===== src/rtl/carregador_programa.sv =====
// SAP-1 program loader: streams 16 bytes into RAM, then releases the CPU
// and watches n_hlt, with an optional execute-cycle watchdog.
module carregador_programa #(
    parameter int ADDR_W     = 4,
    parameter int DATA_W     = 8,
    parameter int MAX_CICLOS = 0
) (
    input  logic              clk,
    input  logic              clr,
    input  logic              start,
    input  logic              in_valid,
    output logic              in_ready,
    input  logic [DATA_W-1:0] in_data,
    output logic [ADDR_W-1:0] mem_a,
    output logic [DATA_W-1:0] mem_d,
    output logic              mem_n_we,
    output logic              run,
    output logic              cpu_n_clr,
    input  logic              n_hlt,
    output logic              busy,
    output logic              done,
    output logic              timeout,
    output logic [ADDR_W:0]   count,
    output logic [15:0]       ciclos
);

    typedef enum logic [2:0] {
        OCIOSO,
        RECEBE,
        ESCREVE,
        SEGURA,
        LIBERA,
        EXECUTA,
        PARADO
    } estado_t;

    localparam logic [ADDR_W-1:0] ULTIMO = '1;
    localparam bit                WD_ON  = (MAX_CICLOS != 0);
    // Only meaningful when the watchdog is enabled.
    localparam logic [15:0]       LIMITE = 16'(MAX_CICLOS - 1);

    estado_t           estado;
    logic [ADDR_W-1:0] addr;
    logic [15:0]       prox_ciclos;

    always_comb begin
        prox_ciclos = ciclos;
        if (ciclos != 16'hFFFF) prox_ciclos = ciclos + 16'd1;
    end

    always_ff @(posedge clk) begin
        if (clr) begin
            estado    <= OCIOSO;
            addr      <= '0;
            in_ready  <= 1'b0;
            mem_n_we  <= 1'b1;
            run       <= 1'b0;
            cpu_n_clr <= 1'b0;
            busy      <= 1'b0;
            done      <= 1'b0;
            timeout   <= 1'b0;
            count     <= '0;
            ciclos    <= '0;
            mem_a     <= '0;
            mem_d     <= '0;
        end else begin
            unique case (estado)
                OCIOSO: begin
                    if (start) begin
                        estado   <= RECEBE;
                        busy     <= 1'b1;
                        addr     <= '0;
                        count    <= '0;
                        in_ready <= 1'b1;
                    end
                end
                RECEBE: begin
                    if (in_valid && in_ready) begin
                        mem_d    <= in_data;
                        mem_a    <= addr;
                        in_ready <= 1'b0;
                        mem_n_we <= 1'b0;
                        estado   <= ESCREVE;
                    end
                end
                ESCREVE: begin
                    mem_n_we <= 1'b1;
                    estado   <= SEGURA;
                end
                SEGURA: begin
                    count <= count + (ADDR_W+1)'(1);
                    if (addr == ULTIMO) begin
                        run    <= 1'b1;
                        estado <= LIBERA;
                    end else begin
                        addr     <= addr + ADDR_W'(1);
                        in_ready <= 1'b1;
                        estado   <= RECEBE;
                    end
                end
                LIBERA: begin
                    cpu_n_clr <= 1'b1;
                    estado    <= EXECUTA;
                end
                EXECUTA: begin
                    ciclos <= prox_ciclos;
                    // Halt beats a watchdog expiry on the same cycle.
                    if (!n_hlt) begin
                        done   <= 1'b1;
                        busy   <= 1'b0;
                        estado <= PARADO;
                    end else if (WD_ON && ciclos == LIMITE) begin
                        timeout   <= 1'b1;
                        cpu_n_clr <= 1'b0;
                        busy      <= 1'b0;
                        estado    <= PARADO;
                    end
                end
                PARADO: begin
                    if (start) begin
                        run       <= 1'b0;
                        cpu_n_clr <= 1'b0;
                        done      <= 1'b0;
                        timeout   <= 1'b0;
                        count     <= '0;
                        ciclos    <= '0;
                        addr      <= '0;
                        busy      <= 1'b1;
                        in_ready  <= 1'b1;
                        estado    <= RECEBE;
                    end
                end
                default: estado <= OCIOSO;
            endcase
        end
    end

endmodule


===== config.mk =====
export PLATFORM = sky130hd
export DESIGN_NAME = carregador_programa
export DESIGN_NICKNAME = d
export VERILOG_FILES = /design/src/rtl/carregador_programa.sv
export SDC_FILE = /design/constraint.sdc
export NUM_CORES = 1
export LEC_CHECK = 0
export ABC_AREA = 1
export BUFFER_PORTS_ARGS = -buffer_cell sky130_fd_sc_hd__buf_4
export CORE_MARGIN = 10
export CORE_UTILIZATION = 30
export CTS_BUF_LIST = sky130_fd_sc_hd__clkbuf_4 sky130_fd_sc_hd__clkbuf_8
export CTS_CLUSTER_DIAMETER = 120
export DETAILED_ROUTE_END_ITERATION = 8
export PLACE_DENSITY = 0.48
export SETUP_SLACK_MARGIN = 0.5
export SLEW_MARGIN = 15
export SYNTH_ARGS = -nofsm -noshare
export SYNTH_HDL_FRONTEND = slang
export SYNTH_SLANG_ARGS = --single-unit
export TNS_END_PERCENT = 30

===== constraint.sdc =====
create_clock -name clk -period 1.38 [get_ports clk]
set_input_delay 0.138 -clock clk [delete_from_list [all_inputs] [get_ports clk]]
set_output_delay 0.138 -clock clk [all_outputs]
set_load 0.005 [all_outputs]

==> impl_results.html, run 1 <==
<table>
<tr><th>Metric</th><th>Value</th></tr>
<tr><th colspan="2">Clock tree</th></tr>
<tr><td>Clk Latency, worst-skew pair</td><td>0.31 ns</td></tr>
<tr><td>Clock tree from TritonCTS</td><td>yes</td></tr>
<tr><td>Clock-pin slew on the worst setup and hold paths</td><td>0.10 ns</td></tr>
<tr><td>Cell at the root of the clock tree</td><td>clkbuf_8</td></tr>
<tr><td>Number of clock buffers inserted by TritonCTS</td><td>5</td></tr>
<tr><td>Number of H-tree levels</td><td>2</td></tr>
<tr><td>Hold_buf cts</td><td>0</td></tr>
<tr><td>Num Clock Sinks</td><td>46</td></tr>
<tr><td>Clock tree buffer depth</td><td>2</td></tr>
<tr><th colspan="2">Critical path</th></tr>
<tr><td>Crit path max fanout</td><td>7</td></tr>
<tr><td>Data required time of the worst path</td><td>1.59 ns</td></tr>
<tr><td>Critical path launch point type</td><td>flop</td></tr>
<tr><td>Depth of the worst register-to-register path</td><td>10</td></tr>
<tr><td>Critical path class</td><td>flop to flop</td></tr>
<tr><td>Endpoint kind of the worst setup timing path</td><td>flop</td></tr>
<tr><td>Data arrival time at the worst-slack endpoint</td><td>1.65 ns</td></tr>
<tr><th colspan="2">Die</th></tr>
<tr><td>Boundary Pins</td><td>53</td></tr>
<tr><td>Die Y</td><td>108 µm</td></tr>
<tr><td># rows</td><td>32</td></tr>
<tr><td>Total die area</td><td>11800 µm²</td></tr>
<tr><td>Die X</td><td>108 µm</td></tr>
<tr><td>Initial cell density of the core</td><td>30.6%</td></tr>
<tr><td>Core area</td><td>7690 µm²</td></tr>
<tr><th colspan="2">GRT</th></tr>
<tr><td>Global-route wire length before repair</td><td>13.0 mm</td></tr>
<tr><td>Overall Global Routing Usage</td><td>13.3%</td></tr>
<tr><td>Initial antenna violation count</td><td>0</td></tr>
<tr><td>Via count of the first global-routing pass</td><td>2758</td></tr>
<tr><td>Leftover overflow at the end of global routing</td><td>0</td></tr>
<tr><td>Largest net degree at the start of global routing</td><td>18</td></tr>
<tr><th colspan="2">Logic synthesis</th></tr>
<tr><td>Dominant cell type by area after synthesis</td><td>dfxtp_1</td></tr>
<tr><td>Dominant cells by area after synthesis</td><td>dfxtp_1, nand2_1, nor2_1</td></tr>
<tr><td>Number of register bits inferred by synthesis</td><td>46</td></tr>
<tr><td>Area share of the largest cell type after synthesis</td><td>39.2%</td></tr>
<tr><td>Syn avg cell area</td><td>6.58 µm²</td></tr>
<tr><td>Part of the Yosys area used for sequential elements</td><td>39.2%</td></tr>
<tr><td>Net count after synthesis</td><td>373</td></tr>
<tr><td>Post-Synthesis Cell Area</td><td>2350 µm²</td></tr>
<tr><td>Count of mapped cells out of synthesis</td><td>357</td></tr>
<tr><td>Number of warnings issued by yosys</td><td>0</td></tr>
<tr><td>Post-synthesis cell type count</td><td>28</td></tr>
<tr><th colspan="2">STA</th></tr>
<tr><td>Tmin final</td><td>1.44 ns</td></tr>
<tr><td>RSZ-0062 raised after global routing</td><td>yes</td></tr>
<tr><td>Final Worst Setup Slack</td><td>-0.0574 ns</td></tr>
<tr><td>Fmax achieved</td><td>696 MHz</td></tr>
<tr><td>Number of pins exceeding their max-slew limit in the final report</td><td>0</td></tr>
<tr><td>Final-report hold violation count</td><td>0</td></tr>
<tr><td>Total of endpoints with negative setup slack in the final report</td><td>15</td></tr>
<tr><td>Clock skew</td><td>0.00677 ns</td></tr>
<tr><td>Period utilization</td><td>104%</td></tr>
<tr><th colspan="2">Placement</th></tr>
<tr><td>DP HPWL</td><td>5.19 mm</td></tr>
<tr><td>Count of buffers inserted at the top-level ports</td><td>51</td></tr>
<tr><td>Total instance count after detailed placement</td><td>546</td></tr>
<tr><td>GPL Wtd Cong</td><td>0.847</td></tr>
<tr><th colspan="2">Min path</th></tr>
<tr><td>WHS Path Cells</td><td>3</td></tr>
<tr><td>Path type of the worst min-delay path</td><td>primary input to flop</td></tr>
<tr><th colspan="2">Cells and area</th></tr>
<tr><td>Post-layout util</td><td>53.9%</td></tr>
<tr><td>Syn-to-layout area delta</td><td>76.3%</td></tr>
<tr><td>Leading cell type in the layout, fill and taps excluded</td><td>buf_4</td></tr>
<tr><td>Antenna diode count</td><td>0</td></tr>
<tr><td>Commonest cells after routing, fill and taps aside</td><td>buf_4, nand2_1, nor2_1</td></tr>
<tr><td>Fin cells</td><td>574</td></tr>
<tr><td>Number of nets in the finished design</td><td>487</td></tr>
<tr><td>Fraction of final layout cells with drive strength greater than 1</td><td>55.7%</td></tr>
<tr><td>Number of filler instances in the final layout</td><td>791</td></tr>
<tr><th colspan="2">Detailed routing</th></tr>
<tr><td>Vias/cell</td><td>4.63</td></tr>
<tr><td>Drt initial violations</td><td>95</td></tr>
<tr><td>Wire length per cell after detailed routing</td><td>13.3 µm</td></tr>
<tr><td>Via count</td><td>2659</td></tr>
<tr><td>Detailed-route wire length</td><td>7.62 mm</td></tr>
<tr><td>Detail Route met2 WL</td><td>3.94 mm</td></tr>
<tr><td>Detailed-routing iteration count for the pre-antenna-repair pass</td><td>4</td></tr>
<tr><td>Number of routed nets with antenna violations</td><td>0</td></tr>
<tr><td>Met3 layer wire length in the routed design</td><td>349 µm</td></tr>
<tr><td>Highest metal layer with signal wires</td><td>met4</td></tr>
<tr><td>Post-Route M1 WL</td><td>3.22 mm</td></tr>
<tr><td>Number of remaining DRC errors</td><td>0</td></tr>
<tr><th colspan="2">Pwr</th></tr>
<tr><td>Total power per unit cell area</td><td>785 nW/µm²</td></tr>
<tr><td>Peak supply drop</td><td>617 µV</td></tr>
<tr><td>Static leakage</td><td>1.87 nW</td></tr>
<tr><th colspan="2">Outcome</th></tr>
<tr><td>Run status</td><td>complete, but fails checks</td></tr>
<tr><td>Violations in the final reports</td><td>setup timing</td></tr>
<tr><th colspan="2">Job</th></tr>
<tr><td>Number of maximum-capacitance violations</td><td>0</td></tr>
</table>
-- registers in the layout, summed over array words and instances (netlist names) --
register	count
in_ready	1
ciclos	16
cpu_n_clr	1
count	5
mem_n_we	1
run	1
mem_a	4
busy	1
mem_d	8
done	1
addr	4
estado	3
-- cell type report --
cell class	instances	area, µm²	area share, %
Sequential cell	46	988	23.9
Timing Repair Buffer	115	1060	25.6
Clock inverter	3	25.0	0.604
Inverter	42	180	4.35
Timing Repair inverter	1	7.51	0.181
Clock buffer	5	68.8	1.66
Multi-Input combinational cell	260	1680	40.6
Tap cell	102	128	3.08
-- final timing paths --
path | slack (ns) | startpoint | end
worst max-delay path | -0.06 | ciclos[0]$_SDFFE_PP0P_ | ciclos[13]$_SDFFE_PP0P_
worst min-delay path | 0.02 | in_data[3] | mem_d[3]$_SDFFE_PP0P_
worst max register to register | -0.06 | ciclos[0]$_SDFFE_PP0P_ | ciclos[13]$_SDFFE_PP0P_
worst min register to register | 0.47 | mem_n_we$_SDFFE_PP1P_ | mem_n_we$_SDFFE_PP1P_
-- metal layers --
| metal | vias to the layer above | global-route usage, % |
|---|---|---|
| li1 | 1367 | - |
| met3 | 11 | 3.75 |
| met1 | 1235 | 15.2 |
| met2 | 46 | 24.1 |
| met4 | 0 | 2.82 |
| met5 | - | 0 |
-- power breakdown --
| part | total [W] | switching (W) | internal [W] | leakage, nW |
|---|---|---|---|---|
| registers | 0.00147 | 0.0000738 | 0.00140 | 0.390 |
| logic | 0.000883 | 0.000458 | 0.000425 | 1.43 |
| clock network | 0.000897 | 0.000530 | 0.000367 | 0.0447 |
| total | 0.00325 | 0.00106 | 0.00219 | 1.87 |
-- metrics by stage --
stage               cell area, µm²  power (W)  worst slack [ns]  TNS (ns)  hold slack [ns]
floorplan                     2380    0.00173           -0.0108   -0.0279            0.200
global placement              3180    0.00198           -0.0567    -0.473            0.361
detailed placement            3180    0.00198           -0.0856    -0.918            0.374
CTS                           3880    0.00314           -0.0400    -0.355           0.0418
global route                  4140    0.00343            -0.134     -1.97           0.0338
finish                        4140    0.00325           -0.0574    -0.454           0.0226
-- cell families after synthesis --
logic type | Yosys count | share of synthesized area (%)
compound gates | 56 | 12.4
xor+xnor | 4 | 1.49
fa+ha+maj | 3 | 1.60
buf+inv | 52 | 9.16
flops | 46 | 39.2
other cells | 1 | 0.160
simple gates | 195 | 36.0
-- critical path, cell delays in order, from the launching register on --
cell and delay, ns:
dfxtp_4 0.37, ha_4 0.15, nand2_4 0.05, nor2_4 0.17
nand2_4 0.07, nor2_4 0.11, nand2_4 0.13, nand2_8 0.13
nand2_2 0.05, nand2_1 0.05, nor2_1 0.04
-- synthesized netlist by cell type --
library cell and number:
dfxtp_1 46, nand2_2 2, inv_2 9, inv_1 32, nand2_4 4, nand3_2 2, clkbuf_1 7, a21oi_1 24
nor2_2 1, o21ai_0 23, o21a_1 1, nor2_1 64, nand2_1 87, nand3_1 27, a21oi_2 1, and3_1 1
nor2_4 2, xor2_1 4, ha_1 3, nor3_1 1, buf_6 2, o21ai_1 4, conb_1 1, buf_4 1
nand4_1 4, o211ai_1 1, clkinv_2 1, a31oi_1 2
-- what timing repair did --
| item | in CTS | in global routing |
|---|---|---|
| cloned | 3 | 0 |
| pin swaps | 40 | 58 |
| gates resized for setup | 148 | 69 |
| setup buffers | 13 | 4 |
| endpoints found under the setup margin | 85 | 85 |
(Power assumes the default switching activity.)
==> run 2, diff against run 1 <==
--- a/config.mk
+++ b/config.mk
@@ -7,12 +7,13 @@
 export LEC_CHECK = 0
 export ABC_AREA = 1
 export BUFFER_PORTS_ARGS = -buffer_cell sky130_fd_sc_hd__buf_4
+export CAP_MARGIN = 20
 export CORE_MARGIN = 10
-export CORE_UTILIZATION = 30
+export CORE_UTILIZATION = 50
 export CTS_BUF_LIST = sky130_fd_sc_hd__clkbuf_4 sky130_fd_sc_hd__clkbuf_8
 export CTS_CLUSTER_DIAMETER = 120
 export DETAILED_ROUTE_END_ITERATION = 8
-export PLACE_DENSITY = 0.48
+export PLACE_DENSITY = 0.75
 export SETUP_SLACK_MARGIN = 0.5
 export SLEW_MARGIN = 15
 export SYNTH_ARGS = -nofsm -noshare
==> impl_results.html, run 2 (synthesized netlist as in run 1, its figures left out) <==
<table>
<tr><th>Metric</th><th>Value</th></tr>
<tr><th colspan="2">GRT</th></tr>
<tr><td>Overall Global Routing Usage</td><td>22.2% (was 13.3%)</td></tr>
<tr><td>Global-route wire length before repair</td><td>13.8 mm (was 13.0 mm)</td></tr>
<tr><td>Largest net degree at the start of global routing</td><td>24 (was 18)</td></tr>
<tr><td>Via count of the first global-routing pass</td><td>2910 (was 2758)</td></tr>
<tr><td>Initial antenna violation count</td><td>0 (unchanged)</td></tr>
<tr><td>Leftover overflow at the end of global routing</td><td>0 (unchanged)</td></tr>
<tr><th colspan="2">Outcome</th></tr>
<tr><td>Violations in the final reports</td><td>setup timing (unchanged)</td></tr>
<tr><td>Run status</td><td>complete, but fails checks (unchanged)</td></tr>
<tr><th colspan="2">Job</th></tr>
<tr><td>Number of maximum-capacitance violations</td><td>0 (unchanged)</td></tr>
<tr><th colspan="2">Pwr</th></tr>
<tr><td>Static leakage</td><td>1.76 nW (was 1.87 nW)</td></tr>
<tr><td>Total power per unit cell area</td><td>864 nW/µm² (was 785 nW/µm²)</td></tr>
<tr><td>Peak supply drop</td><td>669 µV (was 617 µV)</td></tr>
<tr><th colspan="2">Detailed routing</th></tr>
<tr><td>Vias/cell</td><td>5.97 (was 4.63)</td></tr>
<tr><td>Detailed-routing iteration count for the pre-antenna-repair pass</td><td>5 (was 4)</td></tr>
<tr><td>Number of routed nets with antenna violations</td><td>0 (unchanged)</td></tr>
<tr><td>Drt initial violations</td><td>423 (was 95)</td></tr>
<tr><td>Detailed-route wire length</td><td>10.3 mm (was 7.62 mm)</td></tr>
<tr><td>Via count</td><td>3049 (was 2659)</td></tr>
<tr><td>Number of remaining DRC errors</td><td>0 (unchanged)</td></tr>
<tr><td>Wire length per cell after detailed routing</td><td>20.1 µm (was 13.3 µm)</td></tr>
<tr><th colspan="2">Clock tree</th></tr>
<tr><td>Clk Latency, worst-skew pair</td><td>0.31 ns (about the same)</td></tr>
<tr><td>Clock tree from TritonCTS</td><td>yes (unchanged)</td></tr>
<tr><td>Cell at the root of the clock tree</td><td>clkbuf_8 (unchanged)</td></tr>
<tr><td>Clock-pin slew on the worst setup and hold paths</td><td>0.10 ns (about the same)</td></tr>
<tr><td>Number of clock buffers inserted by TritonCTS</td><td>5 (unchanged)</td></tr>
<tr><td>Number of H-tree levels</td><td>2 (unchanged)</td></tr>
<tr><td>Clock tree buffer depth</td><td>2 (unchanged)</td></tr>
<tr><td>Num Clock Sinks</td><td>46 (unchanged)</td></tr>
<tr><th colspan="2">Cells and area</th></tr>
<tr><td>Syn-to-layout area delta</td><td>66.4% (was 76.3%)</td></tr>
<tr><td>Antenna diode count</td><td>0 (unchanged)</td></tr>
<tr><td>Number of nets in the finished design</td><td>474 (was 487)</td></tr>
<tr><td>Commonest cells after routing, fill and taps aside</td><td>nand2_1, buf_6, nor2_1 (was buf_4, nand2_1, nor2_1)</td></tr>
<tr><td>Fin cells</td><td>511 (was 574)</td></tr>
<tr><td>Max FFs per register</td><td>16 (unchanged)</td></tr>
<tr><td>Biggest registers after layout</td><td>ciclos x16, mem_d x8, count x5 (unchanged)</td></tr>
<tr><td>Leading cell type in the layout, fill and taps excluded</td><td>nand2_1 (was buf_4)</td></tr>
<tr><td>Fraction of final layout cells with drive strength greater than 1</td><td>53.4% (was 55.7%)</td></tr>
<tr><td>Largest register by flop count</td><td>ciclos (unchanged)</td></tr>
<tr><th colspan="2">Critical path</th></tr>
<tr><td>Depth of the worst register-to-register path</td><td>10 (unchanged)</td></tr>
<tr><td>Cell with the largest stage delay on the worst path</td><td>dfxtp_4 (unchanged)</td></tr>
<tr><td>Minimum setup slack among reg-to-reg paths</td><td>-0.20 ns (was -0.06 ns)</td></tr>
<tr><td>List of cells traversed by the critical path</td><td>nand2_1 -&gt; nor2_1 -&gt; nand2_1 -&gt; buf_4 -&gt; nor2_1 -&gt; nand2_1 -&gt; nand3_1 -&gt; nand2_1 -&gt; inv_2 -&gt; nor2_1 (was ha_4 -&gt; nand2_4 -&gt; nor2_4 -&gt; nand2_4 -&gt; nor2_4 -&gt; nand2_4 -&gt; nand2_8 -&gt; nand2_2 -&gt; nand2_1 -&gt; nor2_1)</td></tr>
<tr><td>Worst flop-to-flop path startpoint</td><td>ciclos[3]$_SDFFE_PP0P_ (was ciclos[0]$_SDFFE_PP0P_)</td></tr>
<tr><td>Most used cell along the critical path</td><td>nand2_1 (was nand2_4)</td></tr>
<tr><td>Critical path class</td><td>flop to flop (unchanged)</td></tr>
<tr><td>Data arrival time at the worst-slack endpoint</td><td>1.80 ns (was 1.65 ns)</td></tr>
<tr><td>Crit path max fanout</td><td>5 (was 7)</td></tr>
<tr><td>Worst path max stage delay</td><td>0.42 ns (was 0.37 ns)</td></tr>
<tr><td>Critical path launch point type</td><td>flop (unchanged)</td></tr>
<tr><td>Endpoint kind of the worst setup timing path</td><td>flop (unchanged)</td></tr>
<tr><td>Data required time of the worst path</td><td>1.60 ns (was 1.59 ns)</td></tr>
<tr><td>Capturing point of the worst reg2reg path</td><td>ciclos[15]$_SDFFE_PP0P_ (was ciclos[13]$_SDFFE_PP0P_)</td></tr>
<tr><th colspan="2">STA</th></tr>
<tr><td>Final Worst Setup Slack</td><td>-0.200 ns (was -0.0574 ns)</td></tr>
<tr><td>Fmax achieved</td><td>633 MHz (was 696 MHz)</td></tr>
<tr><td>Period utilization</td><td>115% (was 104%)</td></tr>
<tr><td>Total of endpoints with negative setup slack in the final report</td><td>17 (was 15)</td></tr>
<tr><td>Tmin final</td><td>1.58 ns (was 1.44 ns)</td></tr>
<tr><td>Number of pins exceeding their max-slew limit in the final report</td><td>0 (unchanged)</td></tr>
<tr><td>Clock skew</td><td>0.0164 ns (was 0.00677 ns)</td></tr>
<tr><td>RSZ-0062 raised after global routing</td><td>yes (unchanged)</td></tr>
<tr><td>Final-report hold violation count</td><td>0 (unchanged)</td></tr>
<tr><th colspan="2">Min path</th></tr>
<tr><td>WHS Path Cells</td><td>3 (unchanged)</td></tr>
<tr><td>Path type of the worst min-delay path</td><td>primary input to flop (unchanged)</td></tr>
<tr><td>WHS Endpoint</td><td>mem_d[6]$_SDFFE_PP0P_ (was mem_d[3]$_SDFFE_PP0P_)</td></tr>
<tr><td>Startpoint of the worst hold path</td><td>in_data[6] (was in_data[3])</td></tr>
<tr><th colspan="2">Die</th></tr>
<tr><td>Die X</td><td>88.5 µm (was 108 µm)</td></tr>
<tr><td>Initial cell density of the core</td><td>52.8% (was 30.6%)</td></tr>
<tr><td>Core area</td><td>4440 µm² (was 7690 µm²)</td></tr>
<tr><td>Die Y</td><td>88.5 µm (was 108 µm)</td></tr>
<tr><td>Boundary Pins</td><td>53 (unchanged)</td></tr>
<tr><td># rows</td><td>24 (was 32)</td></tr>
<tr><td>Total die area</td><td>7840 µm² (was 11800 µm²)</td></tr>
<tr><th colspan="2">Placement</th></tr>
<tr><td>Total instance count after detailed placement</td><td>484 (was 546)</td></tr>
<tr><td>Count of buffers inserted at the top-level ports</td><td>51 (unchanged)</td></tr>
<tr><td>Pre-CTS worst setup slack</td><td>-0.0565 ns (was -0.0856 ns)</td></tr>
<tr><td>GPL Wtd Cong</td><td>0.825 (was 0.847)</td></tr>
<tr><td>DP HPWL</td><td>4.94 mm (was 5.19 mm)</td></tr>
</table>
==> run 2: changes by cell type in the layout (fill, tap and decap cells not counted), moves of 5 or more <==
cell     delta
o21ai_2     -7
nand2_4     -5
buf_6      +14
dfxtp_1     -8
dfxtp_2    +10
buf_4      -24
nand2_2     +6
o21ai_0     +8
==> run 2: metrics by stage <==
| step | TNS (ns) | instance area (µm²) | util, % | hold WS (ns) | total power [W] |
|---|---|---|---|---|---|
| after floorplan | -0.0279 | 2380 | - | 0.200 | 0.00173 |
| after global placement | -0.0340 | 3030 | 68.2 | 0.360 | 0.00195 |
| after detailed placement | -0.587 | 3030 | 68.2 | 0.365 | 0.00196 |
| after CTS | -0.0261 | 3700 | 83.3 | 0.0321 | 0.00322 |
| after global routing | -2.82 | 3910 | 87.9 | 0.0592 | 0.00346 |
| final | -1.84 | 3910 | 87.9 | 0.0421 | 0.00337 |
==> run 2: layer usage <==
layer | track usage (%) | wire (µm)
met1 | 22.3 | 3780
met2 | 39.7 | 4930
met3 | 7.90 | 957
met4 | 11.3 | 607
met5 | 0 | 0
==> run 2: where the power goes <==
part	switching [W]	leakage, nW	internal, W	total (W)
logic	0.000485	1.31	0.000362	0.000847
registers	0.0000912	0.394	0.00140	0.00149
clock network	0.000503	0.0579	0.000534	0.00104
total	0.00108	1.76	0.00230	0.00337
==> run 2: worst max path at each step <==
stage / start / endpoint / slack (ns) / cells past startpoint
finish: ciclos[3]$_SDFFE_PP0P_ / ciclos[15]$_SDFFE_PP0P_ / -0.20 / 10
global route: ciclos[3]$_SDFFE_PP0P_ / ciclos[15]$_SDFFE_PP0P_ / -0.25 / 10
CTS: ciclos[0]$_SDFFE_PP0P_ / ciclos[6]$_SDFFE_PP0P_ / -0.008 / 9
detailed placement: ciclos[0]$_SDFFE_PP0P_ / ciclos[13]$_SDFFE_PP0P_ / -0.06 / 10
global placement: ciclos[1]$_SDFFE_PP0P_ / ciclos[9]$_SDFFE_PP0P_ / -0.01 / 10
floorplan: ciclos[0]$_SDFFE_PP0P_ / ciclos[12]$_SDFFE_PP0P_ / -0.01 / 11
==> run 2: area by class of cell <==
type	instances	area (µm²)
Fill cell	200	537
Sequential cell	46	993
Multi-Input combinational cell	261	1590
Clock buffer	5	68.8
Clock inverter	3	40.0
Timing Repair Buffer	102	972
Inverter	42	175
Tap cell	52	65.1
==> run 2: worst max-delay path: cells and delay by family (launching register included) <==
family,cells,cell delay (ns)
buffers and inverters,2,0.22
DFF,1,0.42
and+or+nand+nor,8,0.84
==> run 2: repair_timing <==
action | 4_1_cts | 5_1_grt
resized for setup | 166 | 36
setup buffers | 6 | 11
hold buffers | 0 | 0
cloned | 2 | 0
pin swaps | 45 | 27
setup endpoints to repair | 85 | 85
==> run 3, diff against run 2 <==
--- a/config.mk
+++ b/config.mk
@@ -9,11 +9,11 @@
 export BUFFER_PORTS_ARGS = -buffer_cell sky130_fd_sc_hd__buf_4
 export CAP_MARGIN = 20
 export CORE_MARGIN = 10
-export CORE_UTILIZATION = 50
+export CORE_UTILIZATION = 45
 export CTS_BUF_LIST = sky130_fd_sc_hd__clkbuf_4 sky130_fd_sc_hd__clkbuf_8
 export CTS_CLUSTER_DIAMETER = 120
 export DETAILED_ROUTE_END_ITERATION = 8
-export PLACE_DENSITY = 0.75
+export PLACE_DENSITY = 0.68
 export SETUP_SLACK_MARGIN = 0.5
 export SLEW_MARGIN = 15
 export SYNTH_ARGS = -nofsm -noshare
==> impl_results.html, run 3 (synthesized netlist as in run 1, its figures left out) <==
<table>
<tr><th>Metric</th><th>Value</th></tr>
<tr><th colspan="2">STA</th></tr>
<tr><td>RSZ-0062 raised after global routing</td><td>yes (unchanged)</td></tr>
<tr><td>Period utilization</td><td>105% (was 115%)</td></tr>
<tr><td>Total of endpoints with negative setup slack in the final report</td><td>13 (was 17)</td></tr>
<tr><td>Fmax achieved</td><td>690 MHz (was 633 MHz)</td></tr>
<tr><td>Final-report hold violation count</td><td>0 (unchanged)</td></tr>
<tr><td>Tmin final</td><td>1.45 ns (was 1.58 ns)</td></tr>
<tr><td>Final Worst Setup Slack</td><td>-0.0703 ns (was -0.200 ns)</td></tr>
<tr><td>Clock skew</td><td>0.00782 ns (was 0.0164 ns)</td></tr>
<tr><td>Number of pins exceeding their max-slew limit in the final report</td><td>0 (unchanged)</td></tr>
<tr><th colspan="2">Die</th></tr>
<tr><td>Die X</td><td>92.2 µm (was 88.5 µm)</td></tr>
<tr><td>Die Y</td><td>92.2 µm (was 88.5 µm)</td></tr>
<tr><td>Initial cell density of the core</td><td>46.3% (was 52.8%)</td></tr>
<tr><td>Boundary Pins</td><td>53 (unchanged)</td></tr>
<tr><td># rows</td><td>26 (was 24)</td></tr>
<tr><td>Total die area</td><td>8510 µm² (was 7840 µm²)</td></tr>
<tr><td>Core area</td><td>5070 µm² (was 4440 µm²)</td></tr>
<tr><th colspan="2">Clock tree</th></tr>
<tr><td>Clock tree buffer depth</td><td>2 (unchanged)</td></tr>
<tr><td>Clk Latency, worst-skew pair</td><td>0.30 ns (was 0.31 ns)</td></tr>
<tr><td>Number of clock buffers inserted by TritonCTS</td><td>5 (unchanged)</td></tr>
<tr><td>Number of H-tree levels</td><td>2 (unchanged)</td></tr>
<tr><td>Clock-pin slew on the worst setup and hold paths</td><td>0.09 ns (was 0.10 ns)</td></tr>
<tr><td>Num Clock Sinks</td><td>46 (unchanged)</td></tr>
<tr><td>Cell at the root of the clock tree</td><td>clkbuf_8 (unchanged)</td></tr>
<tr><td>Hold_buf cts</td><td>0 (unchanged)</td></tr>
<tr><td>Clock tree from TritonCTS</td><td>yes (unchanged)</td></tr>
<tr><th colspan="2">Placement</th></tr>
<tr><td>GPL Wtd Cong</td><td>0.892 (was 0.825)</td></tr>
<tr><td>Count of buffers inserted at the top-level ports</td><td>51 (unchanged)</td></tr>
<tr><td>DP HPWL</td><td>4.88 mm (was 4.94 mm)</td></tr>
<tr><th colspan="2">Critical path</th></tr>
<tr><td>Crit-path leading delay family</td><td>simple AND/OR/NAND/NOR gates (unchanged)</td></tr>
<tr><td>Data required time of the worst path</td><td>1.59 ns (was 1.60 ns)</td></tr>
<tr><td>Worst flop-to-flop path startpoint</td><td>ciclos[1]$_SDFFE_PP0P_ (was ciclos[3]$_SDFFE_PP0P_)</td></tr>
<tr><td>Critical path buffer and inverter count</td><td>2 (unchanged)</td></tr>
<tr><td>Crit path max fanout</td><td>4 (was 5)</td></tr>
<tr><td>List of cells traversed by the critical path</td><td>ha_4 -&gt; nand2_4 -&gt; nor2_4 -&gt; nand2_4 -&gt; nor2_4 -&gt; buf_4 -&gt; nand2_1 -&gt; nand3_1 -&gt; nand2_1 -&gt; inv_2 -&gt; nor2_1 (was nand2_1 -&gt; nor2_1 -&gt; nand2_1 -&gt; buf_4 -&gt; nor2_1 -&gt; nand2_1 -&gt; nand3_1 -&gt; nand2_1 -&gt; inv_2 -&gt; nor2_1)</td></tr>
<tr><td>Cell with the largest stage delay on the worst path</td><td>dfxtp_4 (unchanged)</td></tr>
<tr><td>Total stage count of the critical path</td><td>11 (was 10)</td></tr>
<tr><td>Worst path max stage delay</td><td>0.37 ns (was 0.42 ns)</td></tr>
<tr><td>Critical path launch point type</td><td>flop (unchanged)</td></tr>
<tr><td>Endpoint kind of the worst setup timing path</td><td>flop (unchanged)</td></tr>
<tr><td>Depth of the worst register-to-register path</td><td>11 (was 10)</td></tr>
<tr><td>Minimum setup slack among reg-to-reg paths</td><td>-0.07 ns (was -0.20 ns)</td></tr>
<tr><td>Data arrival time at the worst-slack endpoint</td><td>1.66 ns (was 1.80 ns)</td></tr>
<tr><td>Critical path class</td><td>flop to flop (unchanged)</td></tr>
<tr><td>Capturing point of the worst reg2reg path</td><td>ciclos[12]$_SDFFE_PP0P_ (was ciclos[15]$_SDFFE_PP0P_)</td></tr>
<tr><th colspan="2">Cells and area</th></tr>
<tr><td>Post-layout util</td><td>76.1% (was 87.9%)</td></tr>
<tr><td>Max FFs per register</td><td>16 (unchanged)</td></tr>
<tr><td>Number of nets in the finished design</td><td>473 (was 474)</td></tr>
<tr><td>Largest register by flop count</td><td>ciclos (unchanged)</td></tr>
<tr><td>Fraction of final layout cells with drive strength greater than 1</td><td>52.0% (was 53.4%)</td></tr>
<tr><td>Syn-to-layout area delta</td><td>64.4% (was 66.4%)</td></tr>
<tr><td>Commonest cells after routing, fill and taps aside</td><td>nand2_1, buf_4, buf_6 (was nand2_1, buf_6, nor2_1)</td></tr>
<tr><td>Leading cell type in the layout, fill and taps excluded</td><td>nand2_1 (unchanged)</td></tr>
<tr><td>Antenna diode count</td><td>0 (unchanged)</td></tr>
<tr><td>Number of filler instances in the final layout</td><td>368 (was 200)</td></tr>
<tr><td>Biggest registers after layout</td><td>ciclos x16, mem_d x8, count x5 (unchanged)</td></tr>
<tr><th colspan="2">Job</th></tr>
<tr><td>Number of maximum-capacitance violations</td><td>0 (unchanged)</td></tr>
<tr><th colspan="2">GRT</th></tr>
<tr><td>Largest net degree at the start of global routing</td><td>28 (was 24)</td></tr>
<tr><td>Via count of the first global-routing pass</td><td>2597 (was 2910)</td></tr>
<tr><td>Overall Global Routing Usage</td><td>17.3% (was 22.2%)</td></tr>
<tr><td>Global-route wire length before repair</td><td>12.4 mm (was 13.8 mm)</td></tr>
<tr><td>Leftover overflow at the end of global routing</td><td>0 (unchanged)</td></tr>
<tr><td>Initial antenna violation count</td><td>0 (unchanged)</td></tr>
<tr><th colspan="2">Detailed routing</th></tr>
<tr><td>Detailed-route wire length</td><td>7.30 mm (was 10.3 mm)</td></tr>
<tr><td>Drt initial violations</td><td>134 (was 423)</td></tr>
<tr><td>Vias/cell</td><td>4.96 (was 5.97)</td></tr>
<tr><td>Number of routed nets with antenna violations</td><td>0 (unchanged)</td></tr>
<tr><td>Wire length per cell after detailed routing</td><td>13.9 µm (was 20.1 µm)</td></tr>
<tr><td>Number of remaining DRC errors</td><td>0 (unchanged)</td></tr>
<tr><td>Detailed-routing iteration count for the pre-antenna-repair pass</td><td>4 (was 5)</td></tr>
<tr><td>Via count</td><td>2610 (was 3049)</td></tr>
<tr><th colspan="2">Pwr</th></tr>
<tr><td>Total power per unit cell area</td><td>815 nW/µm² (was 864 nW/µm²)</td></tr>
<tr><td>Power, Total</td><td>0.00315 W (was 0.00337 W)</td></tr>
<tr><td>Static leakage</td><td>1.73 nW (was 1.76 nW)</td></tr>
<tr><td>Peak supply drop</td><td>694 µV (was 669 µV)</td></tr>
<tr><th colspan="2">Min path</th></tr>
<tr><td>WHS Endpoint</td><td>mem_d[0]$_SDFFE_PP0P_ (was mem_d[6]$_SDFFE_PP0P_)</td></tr>
<tr><td>Startpoint of the worst hold path</td><td>in_data[0] (was in_data[6])</td></tr>
<tr><td>WHS Path Cells</td><td>3 (unchanged)</td></tr>
<tr><td>Path type of the worst min-delay path</td><td>primary input to flop (unchanged)</td></tr>
<tr><th colspan="2">Outcome</th></tr>
<tr><td>Violations in the final reports</td><td>setup timing (unchanged)</td></tr>
<tr><td>Run status</td><td>complete, but fails checks (unchanged)</td></tr>
</table>
run 3: cell types whose count changed in the layout (fill, tap and decap cells not counted), sizes merged:
cell and change:
inv +1, clkbuf +1, buf -2, clkinvlp +1
bufinv -1, clkinv -3
run 3: report_power, final:
part / switching [W] / internal (W)
Sequential: 0.0000854 / 0.00139
Clock: 0.000442 / 0.000387
Combinational: 0.000425 / 0.000416
run 3: per-layer routing:
layer	routed length [µm]	part of all wire [%]	track usage, %	vias up
met1	3080	42	19.7	1214
li1	-	-	-	1334
met4	89	1.2	5.91	0
met5	0	0	0	-
met2	3700	51	29.8	55
met3	426	5.8	5.46	7
run 3: layout make-up:
cell class                      count  area [µm²]  area share, %
Tap cell                           70        87.6           2.27
Timing Repair Buffer              100         956           24.8
Multi-Input combinational cell    261        1550           40.0
Clock buffer                        6        82.6           2.14
Sequential cell                    46        1000           26.0
Inverter                           42         178           4.60
Timing Repair inverter              1        7.51          0.194
run 3: timing repair:
item,CTS,global route
setup buffers,4,7
gates cloned,3,0
resized for setup,162,26
endpoints found under the setup margin,85,85
pin swaps,50,29
run 3: tightest hold or removal path: stages:
cell	delay, ns
buf_4	0.08
nor2_1	0.03
nor2_1	0.06
run 3: worst max path at each step:
stage,start,end,slack (ns)
after global placement,ciclos[0]$_SDFFE_PP0P_,ciclos[1]$_SDFFE_PP0P_,-0.03
after CTS,ciclos[0]$_SDFFE_PP0P_,ciclos[5]$_SDFFE_PP0P_,-0.005
final,ciclos[1]$_SDFFE_PP0P_,ciclos[12]$_SDFFE_PP0P_,-0.07
after global routing,ciclos[0]$_SDFFE_PP0P_,ciclos[3]$_SDFFE_PP0P_,-0.15
after detailed placement,ciclos[0]$_SDFFE_PP0P_,ciclos[0]$_SDFFE_PP0P_,-0.07
after floorplan,ciclos[0]$_SDFFE_PP0P_,ciclos[12]$_SDFFE_PP0P_,-0.01
run 3: per-stage QoR:
stage	instances	cell area (µm²)	hold WS (ns)	setup WS, ns	setup TNS [ns]
after CTS	519	3730	0.0337	-0.00537	-0.0124
after global routing	526	3860	0.0612	-0.151	-2.05
after global placement	506	3100	0.359	-0.0312	-0.128
final	526	3860	0.0397	-0.0703	-0.563
after floorplan	357	2380	0.200	-0.0108	-0.0279
after detailed placement	506	3100	0.366	-0.0676	-0.659
